==> src/rtl/uart_pkg.sv <==
// Shared UART definitions: parity mode encodings, receiver FSM states and the
// default bit period used by the parametrised receiver (and later transmitter).
package uart_pkg;

  localparam int unsigned PARITY_NONE = 0;
  localparam int unsigned PARITY_ODD  = 1;
  localparam int unsigned PARITY_EVEN = 2;

  // 50 MHz clock, 115200 baud
  localparam int unsigned DEFAULT_CLKS_PER_BIT = 434;

  typedef enum logic [2:0] {
    ST_IDLE   = 3'd0,
    ST_START  = 3'd1,
    ST_DATA   = 3'd2,
    ST_PARITY = 3'd3,
    ST_STOP   = 3'd4,
    ST_BREAK  = 3'd5
  } rx_state_e;

endpackage

==> src/rtl/uart_rx_sampler.sv <==
// Input conditioning for the UART receiver.
// Ports:
//   clk, rst  - clock and synchronous active-high reset
//   rx_pin    - asynchronous serial line (idle high)
//   rx_sync   - line after the 2-flop synchroniser
//   rx_maj    - majority of the last three synchronised samples
//   rx_fall   - synchronised high-to-low transition seen this cycle
module uart_rx_sampler (
  input  logic clk,
  input  logic rst,
  input  logic rx_pin,
  output logic rx_sync,
  output logic rx_maj,
  output logic rx_fall
);

  logic [1:0] sync_q;
  logic [2:0] hist_q;

  // Synchroniser and sample history, reset to the idle (high) line level
  always_ff @(posedge clk) begin
    if (rst) begin
      sync_q <= '1;
      hist_q <= '1;
    end else begin
      sync_q <= {sync_q[0], rx_pin};
      hist_q <= {hist_q[1:0], sync_q[1]};
    end
  end

  assign rx_sync = sync_q[1];
  assign rx_maj  = (hist_q[0] & hist_q[1]) | (hist_q[0] & hist_q[2]) |
                   (hist_q[1] & hist_q[2]);
  // hist_q[0] holds the previous synchronised value
  assign rx_fall = hist_q[0] & ~sync_q[1];

endmodule

==> src/rtl/uart_rx_param.sv <==
// Parametrised UART receiver with majority-vote mid-bit sampling, false-start
// rejection, parity/framing/overrun flags and a one-entry holding register.
// Ports:
//   clk, rst          - clock and synchronous active-high reset
//   rx_en             - receiver enable; dropping it aborts a frame in flight
//   rx_pin            - asynchronous serial input, idle high, LSB first
//   rx_data/rx_valid  - held word and its valid flag
//   rx_ready          - consumer accept (rx_valid & rx_ready pops the word)
//   parity_err        - parity mismatch of the held word
//   frame_err         - a low stop sample in the held word
//   overrun_err       - 1-cycle pulse when a frame is dropped on a full register
//   busy              - receiver FSM not idle
module uart_rx_param
  import uart_pkg::*;
#(
  parameter int unsigned CLKS_PER_BIT = DEFAULT_CLKS_PER_BIT,
  parameter int unsigned DATA_BITS    = 8,
  parameter int unsigned PARITY       = PARITY_NONE,
  parameter int unsigned STOP_BITS    = 1
) (
  input  logic                 clk,
  input  logic                 rst,
  input  logic                 rx_en,
  input  logic                 rx_pin,
  output logic [DATA_BITS-1:0] rx_data,
  output logic                 rx_valid,
  input  logic                 rx_ready,
  output logic                 parity_err,
  output logic                 frame_err,
  output logic                 overrun_err,
  output logic                 busy
);

  localparam int unsigned CNT_W = (CLKS_PER_BIT > 1) ? $clog2(CLKS_PER_BIT) : 1;
  localparam int unsigned HALF  = CLKS_PER_BIT / 2;
  localparam int unsigned BIT_W = 4;

  logic rx_sync, rx_maj, rx_fall;

  uart_rx_sampler u_sampler (
    .clk     (clk),
    .rst     (rst),
    .rx_pin  (rx_pin),
    .rx_sync (rx_sync),
    .rx_maj  (rx_maj),
    .rx_fall (rx_fall)
  );

  rx_state_e            state_q, state_d;
  logic [CNT_W-1:0]     cnt_q, cnt_d;
  logic [BIT_W-1:0]     bit_q, bit_d;
  logic [DATA_BITS-1:0] shift_q, shift_d;
  logic                 perr_q, perr_d;
  logic                 ferr_q, ferr_d;
  logic                 strobe_c, commit_c, ferr_c;

  // Frame state registers
  always_ff @(posedge clk) begin
    if (rst) begin
      state_q <= ST_IDLE;
      cnt_q   <= '0;
      bit_q   <= '0;
      shift_q <= '0;
      perr_q  <= 1'b0;
      ferr_q  <= 1'b0;
    end else begin
      state_q <= state_d;
      cnt_q   <= cnt_d;
      bit_q   <= bit_d;
      shift_q <= shift_d;
      perr_q  <= perr_d;
      ferr_q  <= ferr_d;
    end
  end

  // Next-state, bit timing and frame assembly
  always_comb begin
    state_d  = state_q;
    cnt_d    = cnt_q;
    bit_d    = bit_q;
    shift_d  = shift_q;
    perr_d   = perr_q;
    ferr_d   = ferr_q;
    commit_c = 1'b0;
    strobe_c = (cnt_q == CNT_W'(HALF));
    // frame error including the stop sample being taken right now
    ferr_c   = ferr_q | ~rx_maj;

    if (state_q != ST_IDLE && state_q != ST_BREAK) begin
      cnt_d = (cnt_q == CNT_W'(CLKS_PER_BIT - 1)) ? '0 : cnt_q + CNT_W'(1);
    end

    case (state_q)
      ST_IDLE: begin
        if (rx_en && rx_fall) begin
          state_d = ST_START;
          cnt_d   = '0;
        end
      end
      ST_START: begin
        if (strobe_c) begin
          if (rx_maj) begin
            state_d = ST_IDLE;   // false start
          end else begin
            state_d = ST_DATA;
            bit_d   = '0;
            perr_d  = 1'b0;
            ferr_d  = 1'b0;
          end
        end
      end
      ST_DATA: begin
        if (strobe_c) begin
          // LSB arrives first, so shifting in from the top lands it at bit 0
          shift_d = {rx_maj, shift_q[DATA_BITS-1:1]};
          if (bit_q == BIT_W'(DATA_BITS - 1)) begin
            bit_d   = '0;
            state_d = (PARITY != PARITY_NONE) ? ST_PARITY : ST_STOP;
          end else begin
            bit_d = bit_q + BIT_W'(1);
          end
        end
      end
      ST_PARITY: begin
        if (strobe_c) begin
          perr_d  = rx_maj ^ (^shift_q) ^ (PARITY == PARITY_ODD);
          state_d = ST_STOP;
        end
      end
      ST_STOP: begin
        if (strobe_c) begin
          ferr_d = ferr_c;
          if (bit_q == BIT_W'(STOP_BITS - 1)) begin
            commit_c = 1'b1;
            bit_d    = '0;
            state_d  = rx_maj ? ST_IDLE : ST_BREAK;
          end else begin
            bit_d = bit_q + BIT_W'(1);
          end
        end
      end
      ST_BREAK: begin
        if (rx_sync) begin
          state_d = ST_IDLE;
        end
      end
      default: state_d = ST_IDLE;
    endcase

    if (!rx_en) begin
      state_d  = ST_IDLE;
      commit_c = 1'b0;
    end
  end

  // Holding register and status outputs; accept is applied before commit so a
  // same-cycle accept frees the slot for the new word
  always_ff @(posedge clk) begin
    if (rst) begin
      rx_data     <= '0;
      rx_valid    <= 1'b0;
      parity_err  <= 1'b0;
      frame_err   <= 1'b0;
      overrun_err <= 1'b0;
      busy        <= 1'b0;
    end else begin
      overrun_err <= 1'b0;
      busy        <= (state_d != ST_IDLE);
      if (rx_valid && rx_ready) begin
        rx_valid   <= 1'b0;
        parity_err <= 1'b0;
        frame_err  <= 1'b0;
      end
      if (commit_c) begin
        if (!rx_valid || rx_ready) begin
          rx_data    <= shift_q;
          parity_err <= perr_q;
          frame_err  <= ferr_c;
          rx_valid   <= 1'b1;
        end else begin
          overrun_err <= 1'b1;
        end
      end
    end
  end

endmodule

==> config.mk <==
export PLATFORM = sky130hd
export DESIGN_NAME = uart_rx_param
export DESIGN_NICKNAME = d
export VERILOG_FILES = /design/src/rtl/uart_pkg.sv /design/src/rtl/uart_rx_sampler.sv /design/src/rtl/uart_rx_param.sv
export SDC_FILE = /design/constraint.sdc
export NUM_CORES = 1
export LEC_CHECK = 0
export CAP_MARGIN = 10
export CORE_MARGIN = 2
export CORE_UTILIZATION = 40
export DETAILED_ROUTE_END_ITERATION = 8
export DONT_BUFFER_PORTS = 1
export HOLD_SLACK_MARGIN = 0.05
export SLEW_MARGIN = 20
export SYNTH_ARGS = -nofsm -noshare
export SYNTH_HDL_FRONTEND = slang
export SYNTH_SLANG_ARGS = --single-unit
==> constraint.sdc <==
create_clock -name clk -period 1.9 [get_ports clk]
set_input_delay 0.19 -clock clk [delete_from_list [all_inputs] [get_ports clk]]
set_output_delay 0.19 -clock clk [all_outputs]
set_load 0.02 [all_outputs]
After elaboration in Yosys (flattened, before gate mapping)

Cells that the tools add are included.

$add $sub $neg: 2
Eq/ne operators: 14
Multiplexer cells: 43
Bitwise operators: 11
Reductions and logical operators: 19

Operators by type and width:

| operator            | number |
|---|---|
| $mux 9              | 4 |
| $mux 3              | 10 |
| $mux 4              | 6 |
| $mux 1              | 18 |
| $pmux 3 s6          | 1 |
| $pmux 4 s3          | 1 |
| $ne 2x2->1 const B  | 5 |
| $add 9x1->9 const B | 1 |
| $eq 9x8->1 const B  | 1 |
| $eq 9x9->1 const B  | 1 |
| $reduce_bool 3->1   | 3 |
| $reduce_and 4->1    | 2 |
| $reduce_xor 8->1    | 1 |
| $eq 3x2->1 const B  | 2 |
| $eq 3x3->1 const B  | 2 |
| $reduce_and 5->1    | 1 |
| $add 4x1->4 const B | 1 |
| $and 1x1->1         | 4 |
| $eq 4x3->1 const B  | 1 |
| $logic_not 4->1     | 1 |
| $pmux 1 s2          | 2 |
| $reduce_and 2->1    | 2 |
| $reduce_bool 2->1   | 2 |
| $eq 3x1->1 const B  | 1 |
| other kinds (10)    | 16 |

Bits in registers: 44
Bits of input ports: 5

Longest topological paths before layout

Word-level depth: 9
Mapped depth: 8

Hierarchy

A second synthesis with hierarchy kept.

Cell total of the unflattened synthesis: 239
Area, all modules: 2040.7 µm²

By module, submodules not included:

| module          | instances | cells each | area each (µm²) | seq. area each (µm²) |
|---|---|---|---|---|
| uart_rx_param   | 1         | 227        | 1891.8          | 780.7 |
| uart_rx_sampler | 1         | 12         | 148.9           | 100.1 |

Least setup slack after synthesis

OpenSTA, ideal clock, no wires.

Path kind: flip-flop to flip-flop
Start: reg bit_q[0]
End: reg rx_data[0]
Library setup time: 128 ps
Arrival time: 1823 ps
Data required time: 1772 ps
Setup slack: -50 ps
Cell stages (with the launch flop): 9
Period minus slack after synthesis: 1950 ps
Cell sequence: dfxtp_1 inv_1 ha_1 or3b_2 nor4_1 and4_1 buf_4 mux2i_1 nor2_1

Longest elaborated chain between the ends: 6

RTL lines:

| what                       | line                 | text |
|---|---|---|
| start, declared            | uart_rx_param.sv:51  | `logic [BIT_W-1:0] bit_q, bit_d;` |
| start signal, assigned     | uart_rx_param.sv:69  | `bit_q <= bit_d;` |
| $logic_not 4->1            | uart_rx_param.sv:133 | `if (bit_q == BIT_W'(STOP_BITS - 1)) begin` |
| $mux 1                     | uart_rx_param.sv:133 |  |
| $mux 1                     | uart_rx_param.sv:131 | `if (strobe_c) begin` |
| $mux 1                     | uart_rx_param.sv:93  | `case (state_q)` |
| $mux 1                     | uart_rx_param.sv:150 | `if (!rx_en) begin` |
| $reduce_and 2->1 (no line) | --                   |  |
| end signal, assigned       | uart_rx_param.sv:176 | `rx_data <= shift_q;` |
| end, declared              | uart_rx_param.sv:25  | `output logic [DATA_BITS-1:0] rx_data,` |

No other way between the ends.
A chain may end at the register's enable or synchronous reset.

Worst setup path after layout

Start: reg bit_q[0]
End: reg frame_err

Longest elaborated chain between the ends: 6

RTL lines:

| what                 | line                 | text |
|---|---|---|
| $logic_not 4->1      | uart_rx_param.sv:133 |  |
| $mux 1               | uart_rx_param.sv:133 |  |
| $mux 1               | uart_rx_param.sv:131 |  |
| $mux 1               | uart_rx_param.sv:93  |  |
| $mux 1               | uart_rx_param.sv:150 |  |
| $mux 1               | uart_rx_param.sv:174 | `if (commit_c) begin` |
| end signal, assigned | uart_rx_param.sv:178 | `frame_err <= ferr_c;` |
| end, declared        | uart_rx_param.sv:29  | `output logic frame_err,` |

No other way between the ends.

==> results.yml <==
clock_tree:
  cts.clk_slew.worst_paths_ns: 0.09
  htreeDepth: 2
  cts_post_setup_buffers_inserted: 0
  ctsLongestPathBuffers: 2
  hold_buffers: 6
  tritoncts.num_buffers: 5
  tritoncts: "built"
  clock-sinks: 44
  clk_latency_ns: 0.31
  cts_root_buf: "clkbuf_8"
die:
  chipWidth_um: 75.5
  rows: 26
  initial_core_util_pct: 40.9
  core_area_um2: 5010
  die-height_um: 75.5
  floorplan_die_area_um2: 5710
  ios: 18
placed_design:
  port-buffer-count: 0
  gpl.final_weighted_congestion: 0.844
  hpwl_mm: 3.01
global_route:
  globalRoute.totalOverflow: 0
  globalRouteTotalUtil_pct: 16.7
  grt_start_max_net_pins: 35
  grt_pass1_wl_mm: 7.03
  grt_pass1_vias: 1494
  grt_antenna_before_repair: 0
hold_path:
  worstHoldPathCells: 1
  holdCritPathClass: "input port to flip-flop"
detailed_routing:
  detail_route.drc_violations: 0
  vias: 1616
  routedWlPerCell_um: 13.7
  drt-total-wl_mm: 4.45
  first_iter_violations: 55
  vias_per_cell: 4.97
  route.antenna.remaining_nets: 0
  firstDrtPassIters: 4
cells_and_area:
  layout.cells.most_common: "dfxtp_1"
  layout-drive-gt1-share_pct: 26.7
  antenna-diode-count: 0
  layout_common_cells: "dfxtp_1 (41), nor2_1 (35), buf_4 (26)"
  finalCoreUtilization_pct: 51.8
  design.final.nets: 263
  layout-area-overhead-vs-synth_pct: 26.8
  n_fill_cell: 497
job:
  max_cap_violations: 0
timing:
  slew-limit-headroom_pct: 75.8
  timing.final.crit_share_pct: 102
  slew_violations: 0
  finalSetupViolations: 3
  hold_ws_ns: -0.0600
  grt_setup_unrepaired: "yes"
  measured_slew_at_the_worst_slew_check_pin_ns: 0.358
  final_report_hold_violation_count: 25
  clock_skew_ns: 0.00701
  max_clock_freq_mhz: 517
  aggregate_negative_setup_slack_ns: -0.0480
  layout_min_cycle_time_ns: 1.93
  final.setup.worst_slack_ns: -0.0332
logic_synthesis:
  dominantRegCellSynth: "dfxtp_1"
  synth_enable_flop_cells: 0
  synth.distinct_cells: 49
  netlist_top_cells_area: "dfxtp_1 (43%), mux2i_1 (7.8%), nor2_1 (6.4%), a21oi_1 (3.4%), xnor2_1 (3.4%)"
  netlist_instances: 222
  postSynth.asyncResetShare_pct: 0
  mappedNetlistArea_um2: 2050
  syn_avg_cell_area_um2: 9.22
  yosys_register_bits: 44
  count_of_synthesis_stage_warnings_from_yosys: 0
  synthDominantCellAreaShare_pct: 43.0
  synth_top_cell_by_area: "dfxtp_1"
  synth_seq_area_share_pct: 43.0
  synth_fp_nets: 231
critical_path:
  timing.critical_path.from_type: "flip-flop"
  worst_setup_path_category: "flip-flop to flip-flop"
  critical_path.max_fanout: 6
  reg2regPathDepth: 8
  critPathArrivalTime_ns: 2.15
  critical_path.endpoint_type: "flip-flop"
  worst-endpoint-required_ns: 2.12
pwr:
  p_total_mw: 1.71
  leakagePower_nw: 0.944
  cellPowerDensity_nw_per_um2: 659
  power.ir.vdd_worst_uv: 352
outcome:
  outcome: "complete, but fails checks"
  violations_in_the_final_reports: "hold timing, setup timing"
-- power by group --
part / total (mW) / internal, mW / switching, mW
combinational: 0.0297 / 0.0173 / 0.0124
clock: 0.751 / 0.396 / 0.355
sequential: 0.929 / 0.926 / 0.00362
total: 1.71 / 1.34 / 0.371
-- final cells by class --
| cell class | count | area (um^2) | share of cell area (%) |
|---|---|---|---|
| multi-input combinational | 163 | 1170 | 45.0 |
| timing repair buffer | 35 | 320 | 12.3 |
| clock buffer | 5 | 68.8 | 2.65 |
| sequential | 44 | 885 | 34.1 |
| tap | 70 | 87.6 | 3.38 |
| inverter | 5 | 18.8 | 0.723 |
| clock inverter | 3 | 46.3 | 1.78 |
-- critical path, stage by stage (launching register included) --
cell,delay [ns]
dfxtp_2,0.33
inv_2,0.07
ha_4,0.12
or3b_4,0.41
nor4_4,0.22
and4_4,0.29
buf_12,0.13
a21oi_1,0.04
a311oi_1,0.23
-- final timing paths --
check	from	to	slack [ns]
setup / recovery	bit_q[0]$_SDFFE_PP0P_	frame_err$_SDFF_PP0_	-0.03
hold / removal	rst	bit_q[2]$_SDFFE_PP0P_	-0.06
setup reg to reg	bit_q[0]$_SDFFE_PP0P_	frame_err$_SDFF_PP0_	-0.03
hold reg to reg	perr_q$_SDFFE_PP0P_	parity_err$_SDFF_PP0_	0.47
-- through the flow --
step	cells	cell area, um^2	setup slack [ns]	hold WS (ns)
final	325	2590	-0.0332	-0.0600
after global routing	325	2590	-0.119	-0.0789
after CTS	324	2500	-0.0581	-0.0774
after detailed placement	310	2320	-0.0800	0.268
after global placement	310	2320	-0.0204	0.264
after floorplan	222	2050	0.0698	0.294
-- registers in the layout (all words and copies together) (netlist names) --
name / flops
frame_err: 1
bit_q: 4
rx_data: 8
perr_q: 1
u_sampler.hist_q: 3
ferr_q: 1
state_q: 3
overrun_err: 1
cnt_q: 9
shift_q: 8
u_sampler.sync_q: 2
rx_valid: 1
busy: 1
parity_err: 1
-- timing repair --
action / 4_1_cts / 5_1_grt
cloned: 0 / 1
hold endpoints to repair: 30 / 25
pin swaps: 2 / 1
resized for setup: 0 / 20
endpoints found under the setup margin: 3 / 21
-- cells by family (layout without fill, tap and decap cells) --
group           Yosys count  in the layout  synth area share (%)
fa+ha+maj                 5              5                  3.00
simple gates             98             98                  27.0
xor+xnor                 15             15                  7.09
buf+inv                  15             48                  3.30
compound gates           29             29                  8.80
flops                    44             44                  43.0
mux                      16             16                  7.82
-- per-layer routing --
| layer | global-route usage (%) | vias to the layer above | routed length (um) |
|---|---|---|---|
| li1 | - | 829 | - |
| met1 | 20.6 | 764 | 2080 |
| met2 | 26.6 | 17 | 2130 |
| met3 | 5.95 | 6 | 166 |
| met4 | 6.43 | 0 | 70 |
| met5 | 0 | - | 0 |
-- cell usage after synthesis, types with 2 or more instances --
master	count
nor4_1	2
buf_2	3
dfxtp_1	44
and3_1	2
or3_1	2
xor2_1	6
clkbuf_1	5
or3b_2	3
nand3b_1	4
a311oi_1	2
nand2_1	8
a211oi_1	2
nand4_1	3
nand2b_1	4
ha_1	4
nor3_1	5
xnor2_1	8
o21ai_0	4
nor2_1	35
mux2i_1	16
a21oi_1	14
nand3_1	6
inv_1	5
buf_4	2
nor2b_1	5
or2_2	5
(Power assumes the default switching activity.)
